$ cat src/rtl/crc32_byte_serializer.sv
`timescale 1ns/1ps
`default_nettype none
// +--------------------------------------------------------------------------+
// | Module   : crc32_byte_serializer                                         |
// | Purpose  : byte-stream to bit-serial framer for a serial CRC-32 engine.  |
// |            Optional CRC append path enabled by CRC32_SER_APPEND_EN.      |
// | Revision : 1.0 - initial release                                         |
// +--------------------------------------------------------------------------+
module crc32_byte_serializer #(
    parameter int LSB_FIRST = 0,
    parameter int CNT_W     = 16
) (
    input  logic             clk,
    input  logic             rst,
    input  logic [7:0]       in_data,
    input  logic             in_valid,
    input  logic             in_last,
    output logic             in_ready,
    output logic             load,
    output logic             crc_in,
    output logic             bit_valid,
    output logic             d_finish,
    output logic [CNT_W-1:0] byte_count,
`ifdef CRC32_SER_APPEND_EN
    input  logic [31:0]      crc_res,
    output logic             crc_res_ready,
`endif
    output logic             underrun
);

    typedef enum logic [2:0] {
        S_IDLE   = 3'd0,
        S_LOAD   = 3'd1,
        S_SHIFT  = 3'd2,
        S_WAIT   = 3'd3,
        S_FIN    = 3'd4,
        S_APPEND = 3'd5
    } state_t;

    localparam logic [CNT_W-1:0] c_cnt_max = '1;

    state_t           r_state, w_state_nxt;
    logic [7:0]       r_byte, w_byte_nxt;
    logic             r_last, w_last_nxt;
    logic [2:0]       r_cnt, w_cnt_nxt, w_bit_idx;
    logic [CNT_W-1:0] r_byte_count, w_byte_count_nxt, w_count_inc;
    logic             r_underrun, w_underrun_nxt;
    logic             r_load, r_crc_in, r_bit_valid, r_d_finish;
    logic             w_crc_in_nxt, w_finish_nxt;
    logic             w_ready, w_accept;
`ifdef CRC32_SER_APPEND_EN
    logic [5:0]       r_app_cnt, w_app_cnt_nxt;
    logic [31:0]      r_sr, w_sr_nxt;
    logic             r_crc_res_ready;
`endif

    // Ready is the only combinational output; forced low during reset.
    always_comb begin
        w_ready = 1'b0;
        if (!rst) begin
            case (r_state)
                S_IDLE, S_WAIT: w_ready = 1'b1;
                S_SHIFT:        w_ready = (r_cnt == 3'd7) && !r_last;
                default:        w_ready = 1'b0;
            endcase
        end
    end

    assign w_accept    = in_valid && w_ready;
    assign w_count_inc = (r_byte_count == c_cnt_max) ? r_byte_count
                                                     : r_byte_count + CNT_W'(1);

    always_comb begin
        w_state_nxt      = r_state;
        w_byte_nxt       = r_byte;
        w_last_nxt       = r_last;
        w_cnt_nxt        = r_cnt;
        w_byte_count_nxt = r_byte_count;
        w_underrun_nxt   = r_underrun;
        w_crc_in_nxt     = 1'b0;
        w_bit_idx        = 3'd0;
`ifdef CRC32_SER_APPEND_EN
        w_app_cnt_nxt    = r_app_cnt;
        w_sr_nxt         = r_sr;
`endif
        case (r_state)
            S_IDLE: begin
                if (w_accept) begin
                    w_byte_nxt       = in_data;
                    w_last_nxt       = in_last;
                    w_byte_count_nxt = CNT_W'(1);
                    w_underrun_nxt   = 1'b0;
                    w_state_nxt      = S_LOAD;
                end
            end
            S_LOAD: begin
                w_cnt_nxt   = 3'd0;
                w_state_nxt = S_SHIFT;
            end
            S_SHIFT: begin
                if (r_cnt != 3'd7) begin
                    w_cnt_nxt = r_cnt + 3'd1;
                end else if (r_last) begin
`ifdef CRC32_SER_APPEND_EN
                    w_app_cnt_nxt = 6'd0;
                    w_state_nxt   = S_APPEND;
`else
                    w_state_nxt   = S_FIN;
`endif
                end else if (w_accept) begin
                    // Gapless hand-over: next byte starts on the very next cycle.
                    w_byte_nxt       = in_data;
                    w_last_nxt       = in_last;
                    w_byte_count_nxt = w_count_inc;
                    w_cnt_nxt        = 3'd0;
                end else begin
                    w_underrun_nxt = 1'b1;
                    w_state_nxt    = S_WAIT;
                end
            end
            S_WAIT: begin
                if (w_accept) begin
                    w_byte_nxt       = in_data;
                    w_last_nxt       = in_last;
                    w_byte_count_nxt = w_count_inc;
                    w_cnt_nxt        = 3'd0;
                    w_state_nxt      = S_SHIFT;
                end
            end
`ifdef CRC32_SER_APPEND_EN
            S_APPEND: begin
                // Count 0 is the handshake cycle; counts 1..32 carry CRC bits.
                if (r_app_cnt == 6'd0) begin
                    w_sr_nxt     = {crc_res[30:0], 1'b0};
                    w_crc_in_nxt = crc_res[31];
                end else if (r_app_cnt != 6'd32) begin
                    w_sr_nxt     = {r_sr[30:0], 1'b0};
                    w_crc_in_nxt = r_sr[31];
                end
                if (r_app_cnt == 6'd32) begin
                    w_state_nxt = S_IDLE;
                end else begin
                    w_app_cnt_nxt = r_app_cnt + 6'd1;
                end
            end
`endif
            default: w_state_nxt = S_IDLE;
        endcase

        if (w_state_nxt == S_SHIFT) begin
            w_bit_idx    = (LSB_FIRST != 0) ? w_cnt_nxt : 3'd7 - w_cnt_nxt;
            w_crc_in_nxt = w_byte_nxt[w_bit_idx];
        end
    end

`ifdef CRC32_SER_APPEND_EN
    assign w_finish_nxt = (w_state_nxt == S_APPEND) && (w_app_cnt_nxt == 6'd0);
`else
    assign w_finish_nxt = (w_state_nxt == S_FIN);
`endif

    always_ff @(posedge clk) begin
        if (rst) begin
            r_state         <= S_IDLE;
            r_byte          <= 8'd0;
            r_last          <= 1'b0;
            r_cnt           <= 3'd0;
            r_byte_count    <= '0;
            r_underrun      <= 1'b0;
            r_load          <= 1'b0;
            r_crc_in        <= 1'b0;
            r_bit_valid     <= 1'b0;
            r_d_finish      <= 1'b0;
`ifdef CRC32_SER_APPEND_EN
            r_app_cnt       <= 6'd0;
            r_sr            <= 32'd0;
            r_crc_res_ready <= 1'b0;
`endif
        end else begin
            r_state         <= w_state_nxt;
            r_byte          <= w_byte_nxt;
            r_last          <= w_last_nxt;
            r_cnt           <= w_cnt_nxt;
            r_byte_count    <= w_byte_count_nxt;
            r_underrun      <= w_underrun_nxt;
            r_load          <= (w_state_nxt == S_LOAD);
            r_crc_in        <= w_crc_in_nxt;
            r_bit_valid     <= (w_state_nxt == S_SHIFT);
            r_d_finish      <= w_finish_nxt;
`ifdef CRC32_SER_APPEND_EN
            r_app_cnt       <= w_app_cnt_nxt;
            r_sr            <= w_sr_nxt;
            r_crc_res_ready <= w_finish_nxt;
`endif
        end
    end

    assign in_ready   = w_ready;
    assign load       = r_load;
    assign crc_in     = r_crc_in;
    assign bit_valid  = r_bit_valid;
    assign d_finish   = r_d_finish;
    assign byte_count = r_byte_count;
    assign underrun   = r_underrun;
`ifdef CRC32_SER_APPEND_EN
    assign crc_res_ready = r_crc_res_ready;
`endif

endmodule
`default_nettype wire

$ cat config.mk
export PLATFORM = sky130hd
export DESIGN_NAME = crc32_byte_serializer
export DESIGN_NICKNAME = d
export VERILOG_FILES = /design/src/rtl/crc32_byte_serializer.sv
export SDC_FILE = /design/constraint.sdc
export NUM_CORES = 1
export LEC_CHECK = 0
export CAP_MARGIN = 10
export CORE_AREA = 4 4 84 86
export DETAILED_ROUTE_END_ITERATION = 8
export DIE_AREA = 0 0 88 90
export GPL_TIMING_DRIVEN = 1
export PLACE_DENSITY = 0.52
export SYNTH_ARGS = -nofsm -noshare
export SYNTH_HDL_FRONTEND = slang
export SYNTH_SLANG_ARGS = --single-unit
export TNS_END_PERCENT = 50
$ cat constraint.sdc
create_clock -name clk -period 2.2 [get_ports clk]
set_input_delay 0.44 -clock clk [delete_from_list [all_inputs] [get_ports clk]]
set_output_delay 0.44 -clock clk [all_outputs]
set_load 0.05 [all_outputs]
==> results.md, run 1 <==
* Setup TNS Final at -0.0124 ns
* Synth Net Count at 210
* Async SR Flop Fraction at 0%
* H-tree depth at 2
* Crit path time final at 2.21 ns
* Num rows at 29
* Mapped Avg Cell Area at 9.48 µm²
* Fin util at 42.3%
* Clock Skew at 0.00467 ns
* Run status: finished with violations
* I/O Pins at 34
* Worst hold path type: reg2reg
* TritonRoute pass-1 iters at 4
* Worst-Margin Slew at 0.500 ns
* Ant diodes at 0
* Synth Register Bits at 36
* Vias in the first global route at 1590
* CP required at 2.43 ns
* Slew margin rel. at 66.6%
* TritonCTS clock tree: done
* Gpl congestion at 0.790
* Routed wire length at 4.32 mm
* IO buf count at 33
* Post-synth EDFFs at 0
* Initial antenna violation count at 0
* Post-synthesis sequential area ratio at 39.0%
* Filler cells at 628
* Fin nets at 273
* Slew Viols, Final at 0
* Top FF cell, synth: dfxtp_1
* RSZ-0062 raised after global routing: true
* Yosys cell types at 58
* Die area at 7920 µm²
* Failing checks: negative setup slack
* DIE WIDTH at 88 µm
* CTS root buf: clkbuf_8
* Hold Slack at 0.471 ns
* Max-Cap Viols at 0
* Maximum VDD drop at 277 µV
* First-pass GRT wire length at 7.42 mm
* Ys Warns at 0
* Mapped Area at 1850 µm²
* Hold Buf Count CTS at 0
* Later-pin clock latency in the skew report at 0.28 ns
* Finish-stage setup viols at 1
* Grt ovf at 0
* Vias at 1563
* DRC at 0
* Ratio of cells with drive above 1 in the final layout at 28.2%
* Power per cell area at 598 nW/µm²
* Clk pin slew, worst setup/hold paths at 0.07 ns
* Tcrit/Tclk final at 101%
* Initial core utilization at 29.5%
* P&R area growth vs syn at 43.6%
* Largest net degree at the start of global routing at 19
* Fmax at 452 MHz
* Wire per inst at 12.9 µm
* Antenna Nets Post-Route at 0
* Cell count after synthesis at 195
* CP endpoint kind: flop
* Initial DRC Count at 41
* Core area at 6280 µm²
* Worst setup SP type: flop
* CTS Buf Count at 5
* DIE HEIGHT at 90 µm
* # clock sinks at 36
* Setup CP Type: reg2reg
* Leak Pwr at 0.987 nW
* Final Hold Viols at 0
* Vias/cell at 4.65
* Total track usage at 11.7%
* Slack of the critical path at -0.0124 ns
* Arr. time, crit path at 2.44 ns
* HPWL after DPL at 3.17 mm
* Crit path max fanout at 7
* CTS Buffer Depth at 2
-- final timing paths --
check	slack, ns	to	depth (start not counted)	start
setup / recovery	-0.01	crc_in$_SDFF_PP0_	10	r_cnt[0]$_SDFF_PP0_
hold reg to reg	0.47	underrun$_SDFFE_PP0P_	2	underrun$_SDFFE_PP0P_
setup reg to reg	-0.01	crc_in$_SDFF_PP0_	10	r_cnt[0]$_SDFF_PP0_
hold / removal	0.47	underrun$_SDFFE_PP0P_	2	underrun$_SDFFE_PP0P_
-- cells in the mapped netlist (all sizes together), types with 3 or more instances --
master / instances / area [µm²]
nand3: 8 / 40.0
mux2: 3 / 33.8
mux2i: 8 / 80.1
nor3: 3 / 15.0
nor4: 5 / 31.3
nor2: 38 / 150
xnor2: 5 / 43.8
ha: 3 / 37.5
buf: 5 / 47.5
nand2b: 5 / 31.3
nand2: 12 / 45.0
nand4: 3 / 25.0
o21ai: 3 / 26.3
xor2: 9 / 78.8
o211ai: 3 / 27.5
clkbuf: 4 / 15.0
nor2b: 3 / 18.8
dfxtp: 36 / 721
a21oi: 9 / 56.3
-- area by class of cell --
cell class,instances,area [µm²],share of cell area [%]
multi-input combinational,149,1110,41.7
sequential,36,728,27.4
timing repair buffer,65,593,22.3
clock buffer,7,96.3,3.63
tap,77,96.3,3.63
clock inverter,1,30.0,1.13
inverter,1,3.75,0.141
-- report_power, final --
group / leakage, nW / switching, W / internal [W]
sequential: 0.295 / 0.0000117 / 0.000670
combinational: 0.628 / 0.000138 / 0.000130
clock: 0.0645 / 0.000238 / 0.000400
-- what timing repair did --
item,CTS,global route
buffers inserted,1,0
endpoints found under the setup margin,9,12
gates resized for setup,4,3
pin swaps,1,2
-- cells in the final DEF (no fill, tap or decap), drive strengths merged, types with 2 or more instances in the layout --
cell type / count
mux2: 3
xnor2: 5
ha: 3
or2: 2
nand3: 8
nor2: 38
nor4: 5
nand2: 12
o211ai: 3
and4: 2
a21oi: 9
xor2: 9
nand4: 3
mux2i: 8
o21ai: 3
nand2b: 5
buf: 33
nor2b: 3
o2111a: 2
dfxtp: 36
clkbuf: 7
nor3b: 2
clkdlybuf4s50: 32
nor3: 3
a211oi: 2
-- metal layers --
metal,vias up,wire length [µm],GRT usage (%)
li1,812,-,-
met5,-,0,0
met3,6,105,1.92
met2,25,1920,18.0
met4,0,71,4.99
met1,720,2230,16.0
-- registers in the layout, summed over array words and instances (netlist names) --
register,count
bit_valid,1
r_state,3
r_cnt,3
r_last,1
d_finish,1
load,1
r_byte,8
underrun,1
crc_in,1
byte_count,16
-- critical path: stages, from the launching register on --
cell	delay (ns)
dfxtp_2	0.35
ha_4	0.16
ha_4	0.16
and2b_4	0.18
o2111a_4	0.32
buf_12	0.15
mux2i_2	0.15
o21ai_1	0.06
or3b_1	0.37
o211ai_2	0.08
o311a_1	0.17
-- cell families after synthesis --
group                      share of synthesized area [%]
and+or+nand+nor                                     26.8
DFF                                                 39.0
adders and majority gates                           2.03
buffers and inverters                               3.59
xor gates and xnor gates                            6.63
muxes                                               6.16
AOI/OAI and AO/OA                                   15.8
-- per-stage QoR --
| step | area, µm² | total power (W) | setup slack, ns | std cells |
|---|---|---|---|---|
| floorplan | 1860 | 0.000856 | 0.000386 | 195 |
| global placement | 2480 | 0.000964 | -0.213 | 327 |
| detailed placement | 2480 | 0.000962 | -0.233 | 327 |
| CTS | 2640 | 0.00161 | -0.0256 | 336 |
| global route | 2660 | 0.00167 | -0.0895 | 336 |
| finish | 2660 | 0.00159 | -0.0124 | 336 |
Power figures use the tool's default switching activity.
==> inputs of run 2 (changes only) <==
Settings changed: CAP_MARGIN 10 to not set.
==> results of run 2 <==
The final DEF is identical to that of run 1; final timing and power are the same.
